### src/rtl/mul_accumulate_writeback.sv
// mul_accumulate_writeback
// Sequences the register-file writeback of multiply / multiply-accumulate
// results: waits for the multiplier product, adds the accumulator, writes one
// or two words with a ready handshake, and reports N/Z flags on completion.
// Build option MUL_LONG_OPS_EN: when defined, the 64-bit long ops
// (UMULL/UMLAL/SMULL/SMLAL) and the high-word write path are built; when
// undefined, ops 2-5 abort as illegal and only the 32-bit path exists.
//
// state     | meaning
// IDLE      | waiting for start
// WAIT_PROD | waiting for prod_valid, timeout down-counter running
// WR_LO     | writing short result or low word of long result
// WR_HI     | writing high word of long result (long build only)
// DONE      | one-cycle completion pulse, err marks an aborted op
module mul_accumulate_writeback #(
  parameter int TIMEOUT_CYCLES = 8
) (
  input  logic        clk,
  input  logic        reset_n,
  input  logic        start,
  input  logic [2:0]  op,
  input  logic        set_flags,
  input  logic [3:0]  rd_lo_idx,
  input  logic [3:0]  rd_hi_idx,
  input  logic [31:0] acc_lo,
  input  logic [31:0] acc_hi,
  input  logic        prod_valid,
  input  logic [31:0] prod_lo,
  input  logic [31:0] prod_hi,
  input  logic        wr_ready,
  output logic        busy,
  output logic        wr_en,
  output logic [3:0]  wr_idx,
  output logic [31:0] wr_data,
  output logic        flag_we,
  output logic        flag_n,
  output logic        flag_z,
  output logic        done,
  output logic        err
);

  localparam logic [2:0] OP_MLA = 3'd1;
`ifdef MUL_LONG_OPS_EN
  localparam logic [2:0] OP_UMLAL = 3'd3;
  localparam logic [2:0] OP_SMLAL = 3'd5;
  localparam int RES_W = 64;
`else
  localparam int RES_W = 32;
`endif
  // WAIT_PROD lasts TIMEOUT_CYCLES cycles: counter runs from N-1 down to 0
  localparam logic [3:0] TO_LOAD = 4'(TIMEOUT_CYCLES - 1);

  typedef enum logic [2:0] {
    IDLE,
    WAIT_PROD,
    WR_LO,
`ifdef MUL_LONG_OPS_EN
    WR_HI,
`endif
    DONE
  } state_t;

  state_t           state_q, state_d;
  logic [2:0]       op_q, op_d;
  logic             sf_q, sf_d;
  logic [3:0]       lo_idx_q, lo_idx_d;
  logic [31:0]      acc_lo_q, acc_lo_d;
  logic [3:0]       cnt_q, cnt_d;
  logic [RES_W-1:0] res_q, res_d;
  logic             err_q, err_d;
  logic             flag_n_q, flag_n_d;
  logic             flag_z_q, flag_z_d;
`ifdef MUL_LONG_OPS_EN
  logic [3:0]       hi_idx_q, hi_idx_d;
  logic [31:0]      acc_hi_q, acc_hi_d;

  function automatic logic op_legal(input logic [2:0] o);
    return o <= OP_SMLAL;
  endfunction

  function automatic logic is_long(input logic [2:0] o);
    return (o > OP_MLA) && (o <= OP_SMLAL);
  endfunction
`else
  logic unused_long_inputs;
  assign unused_long_inputs = ^{rd_hi_idx, acc_hi, prod_hi};

  function automatic logic op_legal(input logic [2:0] o);
    return o <= OP_MLA;
  endfunction
`endif

  assign flag_n = flag_n_q;
  assign flag_z = flag_z_q;

  // Next-state, datapath capture and output decode
  always_comb begin
    state_d  = state_q;
    op_d     = op_q;
    sf_d     = sf_q;
    lo_idx_d = lo_idx_q;
    acc_lo_d = acc_lo_q;
    cnt_d    = cnt_q;
    res_d    = res_q;
    err_d    = err_q;
    flag_n_d = flag_n_q;
    flag_z_d = flag_z_q;
`ifdef MUL_LONG_OPS_EN
    hi_idx_d = hi_idx_q;
    acc_hi_d = acc_hi_q;
`endif
    busy     = 1'b1;
    wr_en    = 1'b0;
    wr_idx   = 4'd0;
    wr_data  = 32'd0;
    flag_we  = 1'b0;
    done     = 1'b0;
    err      = 1'b0;

    case (state_q)
      IDLE: begin
        busy = 1'b0;
        if (start) begin
          op_d     = op;
          sf_d     = set_flags;
          lo_idx_d = rd_lo_idx;
          acc_lo_d = acc_lo;
          cnt_d    = TO_LOAD;
`ifdef MUL_LONG_OPS_EN
          hi_idx_d = rd_hi_idx;
          acc_hi_d = acc_hi;
`endif
          err_d    = !op_legal(op);
          state_d  = op_legal(op) ? WAIT_PROD : DONE;
        end
      end

      WAIT_PROD: begin
        if (prod_valid) begin
`ifdef MUL_LONG_OPS_EN
          if (is_long(op_q)) begin
            res_d = {prod_hi, prod_lo} +
                    (((op_q == OP_UMLAL) || (op_q == OP_SMLAL)) ? {acc_hi_q, acc_lo_q} : 64'd0);
            // same destination for both halves: only the high word lands
            state_d = (lo_idx_q == hi_idx_q) ? WR_HI : WR_LO;
          end else begin
            res_d   = {32'd0, prod_lo + ((op_q == OP_MLA) ? acc_lo_q : 32'd0)};
            state_d = WR_LO;
          end
`else
          res_d   = prod_lo + ((op_q == OP_MLA) ? acc_lo_q : 32'd0);
          state_d = WR_LO;
`endif
        end else if (cnt_q == 4'd0) begin
          err_d   = 1'b1;
          state_d = DONE;
        end else begin
          cnt_d = cnt_q - 4'd1;
        end
      end

      WR_LO: begin
        wr_en   = 1'b1;
        wr_idx  = lo_idx_q;
        wr_data = res_q[31:0];
        if (wr_ready) begin
`ifdef MUL_LONG_OPS_EN
          if (is_long(op_q)) begin
            state_d = WR_HI;
          end else begin
            flag_n_d = res_q[31];
            flag_z_d = (res_q[31:0] == 32'd0);
            state_d  = DONE;
          end
`else
          flag_n_d = res_q[31];
          flag_z_d = (res_q[31:0] == 32'd0);
          state_d  = DONE;
`endif
        end
      end

`ifdef MUL_LONG_OPS_EN
      WR_HI: begin
        wr_en   = 1'b1;
        wr_idx  = hi_idx_q;
        wr_data = res_q[63:32];
        if (wr_ready) begin
          flag_n_d = res_q[63];
          flag_z_d = (res_q == 64'd0);
          state_d  = DONE;
        end
      end
`endif

      DONE: begin
        done    = 1'b1;
        err     = err_q;
        flag_we = sf_q & ~err_q;
        state_d = IDLE;
      end

      default: state_d = IDLE;
    endcase
  end

  // State and datapath registers, async active-low reset
  always_ff @(posedge clk or negedge reset_n) begin
    if (!reset_n) begin
      state_q  <= IDLE;
      op_q     <= 3'd0;
      sf_q     <= 1'b0;
      lo_idx_q <= 4'd0;
      acc_lo_q <= 32'd0;
      cnt_q    <= 4'd0;
      res_q    <= '0;
      err_q    <= 1'b0;
      flag_n_q <= 1'b0;
      flag_z_q <= 1'b0;
`ifdef MUL_LONG_OPS_EN
      hi_idx_q <= 4'd0;
      acc_hi_q <= 32'd0;
`endif
    end else begin
      state_q  <= state_d;
      op_q     <= op_d;
      sf_q     <= sf_d;
      lo_idx_q <= lo_idx_d;
      acc_lo_q <= acc_lo_d;
      cnt_q    <= cnt_d;
      res_q    <= res_d;
      err_q    <= err_d;
      flag_n_q <= flag_n_d;
      flag_z_q <= flag_z_d;
`ifdef MUL_LONG_OPS_EN
      hi_idx_q <= hi_idx_d;
      acc_hi_q <= acc_hi_d;
`endif
    end
  end

endmodule

### config.mk
export PLATFORM = sky130hd
export DESIGN_NAME = mul_accumulate_writeback
export DESIGN_NICKNAME = d
export VERILOG_FILES = /design/src/rtl/mul_accumulate_writeback.sv
export SDC_FILE = /design/constraint.sdc
export NUM_CORES = 1
export LEC_CHECK = 0
export ABC_CLOCK_PERIOD_IN_PS = 3300
export BUFFER_PORTS_ARGS = -buffer_cell sky130_fd_sc_hd__buf_2
export CAP_MARGIN = 15
export CORE_MARGIN = 10
export CORE_UTILIZATION = 51
export DETAILED_ROUTE_END_ITERATION = 10
export GPL_TIMING_DRIVEN = 0
export PLACE_DENSITY = 0.83
export SLEW_MARGIN = 10
export SYNTH_ARGS = -nofsm -noshare
export SYNTH_HDL_FRONTEND = slang
export SYNTH_SLANG_ARGS = --single-unit
### constraint.sdc
create_clock -name clk -period 3.3 [get_ports clk]
set_input_delay 0.165 -clock clk [delete_from_list [all_inputs] [get_ports clk]]
set_output_delay 0.165 -clock clk [all_outputs]
set_load 0.02 [all_outputs]
==> impl_results.md <==
* Most frequent cells in the layout: buf_2, dfrtp_1, and2_1
* TritonRoute pass-1 iters at 5
* Crit path launch type: flip-flop
* Pwr dens at a little over 800 nW/µm²
* WS Path Type: flip-flop to flip-flop
* Count of cell types in the netlist at 49
* CTS root buf: clkbuf_8
* Largest net degree at the start of global routing at 53
* Final setup violation count at 0
* Gr ovfl total at 0
* Max cap viols at 0
* TNS Setup at 0 ps
* Antenna Cells at 0
* Worst Tran Pin Value at 589 ps
* Mapped Cells at ~600
* Share of layout cells above drive strength 1 at a little over a quarter
* Syn nets at ~790
* Predominant post-synthesis flop cell: dfrtp_1
* Top-area cell type share of the netlist area at a little under two fifths
* Sink count of the clock tree at 81
* P_leak at about 3.2 nW
* Core Box Area at 10400 µm²
* Initial Utilization at between 50% and 60%
* FFs w/ async S/R, synth at 100%
* Worst-path clk slew at 90 ps
* Synth warnings at 0
* # nets final at 920
* DR vias at just over 5000
* FF-to-FF setup slack at roughly 170 ps
* Status: finished, final reports clean
* Synthesized area at approximately 5500 µm²
* Post-DP Area at roughly 6300 µm²
* Sequential cell area fraction in the yosys report at a little under two fifths
* Tcrit/Tclk final at 94.9%
* Placement Rows at 37
* Total power at ~5.3 mW
* Die area at 15300 µm²
* DR vias/cell at 5.75
* H-tree depth at 3
* Antenna violations before repair at 0
* Worst-path fanout max at 10
* # DRC at 0
* CTS buffer count at 9
* Worst skew pair latency at around 370 ps
* Critical Path AT at between 3000 and 4000 ps
* CP Capture Type: flip-flop
* Worst relative slew slack at 60.8%
* Area leader, netlist: dfrtp_1
* CTS tree: done
* Achievable Freq at ~320 MHz
* Commonest non-fill, non-tap cell in the layout: buf_2
* Avg WL per Cell at ~18 µm
* Routability Congestion at roughly 0.95
* Final Critical Period at between 3000 and 4000 ps
* Finished Cell Area at 6570 µm²
* Final core occ at between 60% and 70%
* Synth top area cells: dfrtp_1, mux2_2, ha_1, and2_1, nand2_1
* Yosys reg bits at roughly 80
* Vias in the first global route at a little over 5000
* Routed Antenna Nets at 0
* Die Height at ~120 µm
* IO Pins at about 190
* GRT Resource Usage Total at approximately a fifth
* Final Hold Viols at 0
* DP HPWL at about 12000 µm
* Post-synth EDFFs at 0
* Worst endpoint required time at 3600 ps
* Syn Area/Cell at approximately 9 µm²
* Port bufs at ~120
* First-pass GRT wire length at about 25000 µm
* Max IR drop VDD at 0.406 mV
* Die X at 124 µm
* Area Growth Syn to Fin at 20.2%
* Worst Hold Class: primary input to flip-flop
* Initial DRC Count at ~320
* Max Slew Vio Count at 0
* Max Clock Skew at roughly 10 ps
* Worst-case clock buffer depth at 2
* Post-Route WL at 15600 µm
* Final hold slack at ~26 ps
-- synth_stat cells (all sizes together) (2+ instances only) --
cell type / n
dfrtp: 81
and2: 69
nand2: 62
o21ai: 50
a21oi: 44
mux2: 42
ha: 36
nor2: 28
clkbuf: 23
a21o: 15
inv: 15
xor2: 15
nand4: 13
nor4: 11
nand3: 10
a211oi: 9
nor3: 9
o211ai: 8
xnor2: 8
o31ai: 6
buf: 5
nand2b: 5
and3: 4
a21boi: 3
a31oi: 3
nor2b: 3
o21a: 3
o21bai: 3
or3: 3
a211o: 2
o221a: 2
-- critical path, stage by stage, from the launching register on --
cell and delay [ps]:
dfrtp_1 390, nor3b_4 150, buf_4 170, clkbuf_2 160, and2_1 180, ha_1 380, o211ai_1 170, nor2_1 220
a211oi_2 130, o221a_4 250, o31a_1 330, or4_1 420, nand4_1 110
-- cell type report --
type,instances,area (µm²)
fill,940,3800
multi-input combinational,479,3340
sequential,81,2030
timing repair buffer,124,658
tap,136,170
clock buffer,10,128
buffer,28,108
clock inverter,6,82.6
inverter,15,56.3
-- sequential cells by signal, summed over array words and instances, names as in the netlist --
register	cells
lo_idx_q	4
cnt_q	4
flag_z	1
err_q	1
op_q	3
flag_n	1
sf_q	1
acc_lo_q	32
state_q	2
res_q	32
-- per-stage QoR --
step | cells | setup slack, ps
floorplan | 603 | 504
global placement | 858 | -469
detailed placement | 859 | -534
CTS | 876 | 8.06
global route | 879 | -11.3
finish | 879 | 167
-- per-layer routing --
layer  part of all wire [%]  vias up  track usage, %  wire length (µm)
met5                      0        -               0                 0
met4                    2.6        0            7.57               399
met3                    7.3       37            5.65              1140
met2                     49      165            34.5              7600
met1                     41     2436            25.1              6460
li1                       -     2415               -                 -
-- cells by family (layout without fill, tap and decap cells) --
| kind of cell | after synthesis | in the layout | synth area share, % |
|---|---|---|---|
| buffers and inverters | 43 | 183 | 2.95 |
| and+or+nand+nor | 222 | 222 | 21.1 |
| xor gates and xnor gates | 23 | 23 | 3.69 |
| DFF | 81 | 81 | 37.1 |
| muxes | 42 | 42 | 8.65 |
| AOI/OAI and AO/OA | 155 | 155 | 17.9 |
| adders and majority gates | 37 | 37 | 8.61 |
-- what timing repair did --
item,in CTS,in global routing
hold buffers,1,0
buffers inserted,0,3
hold endpoints to repair,29,0
pin swaps,1,6
resized for setup,5,17
endpoints found under the setup margin,24,19
-- worst paths after layout --
check / start / end / cells past startpoint
max in group asynchronous: reset_n / acc_lo_q[16] / 3
hold reg to reg: acc_lo_q[22] / acc_lo_q[22] / 1
setup reg to reg: op_q[0] / res_q[30] / 12
min in group asynchronous: reset_n / state_q[1] / 2
hold / removal: op[0] / op_q[0] / 2
setup / recovery: op_q[0] / res_q[30] / 12
-- report_power, final --
part | internal [mW] | switching [mW]
registers | 1.47 | 0.300
logic | 1.16 | 1.62
clock network | 0.423 | 0.373
total | 3.05 | 2.29
No activity file was read; power rests on OpenSTA's default activity.
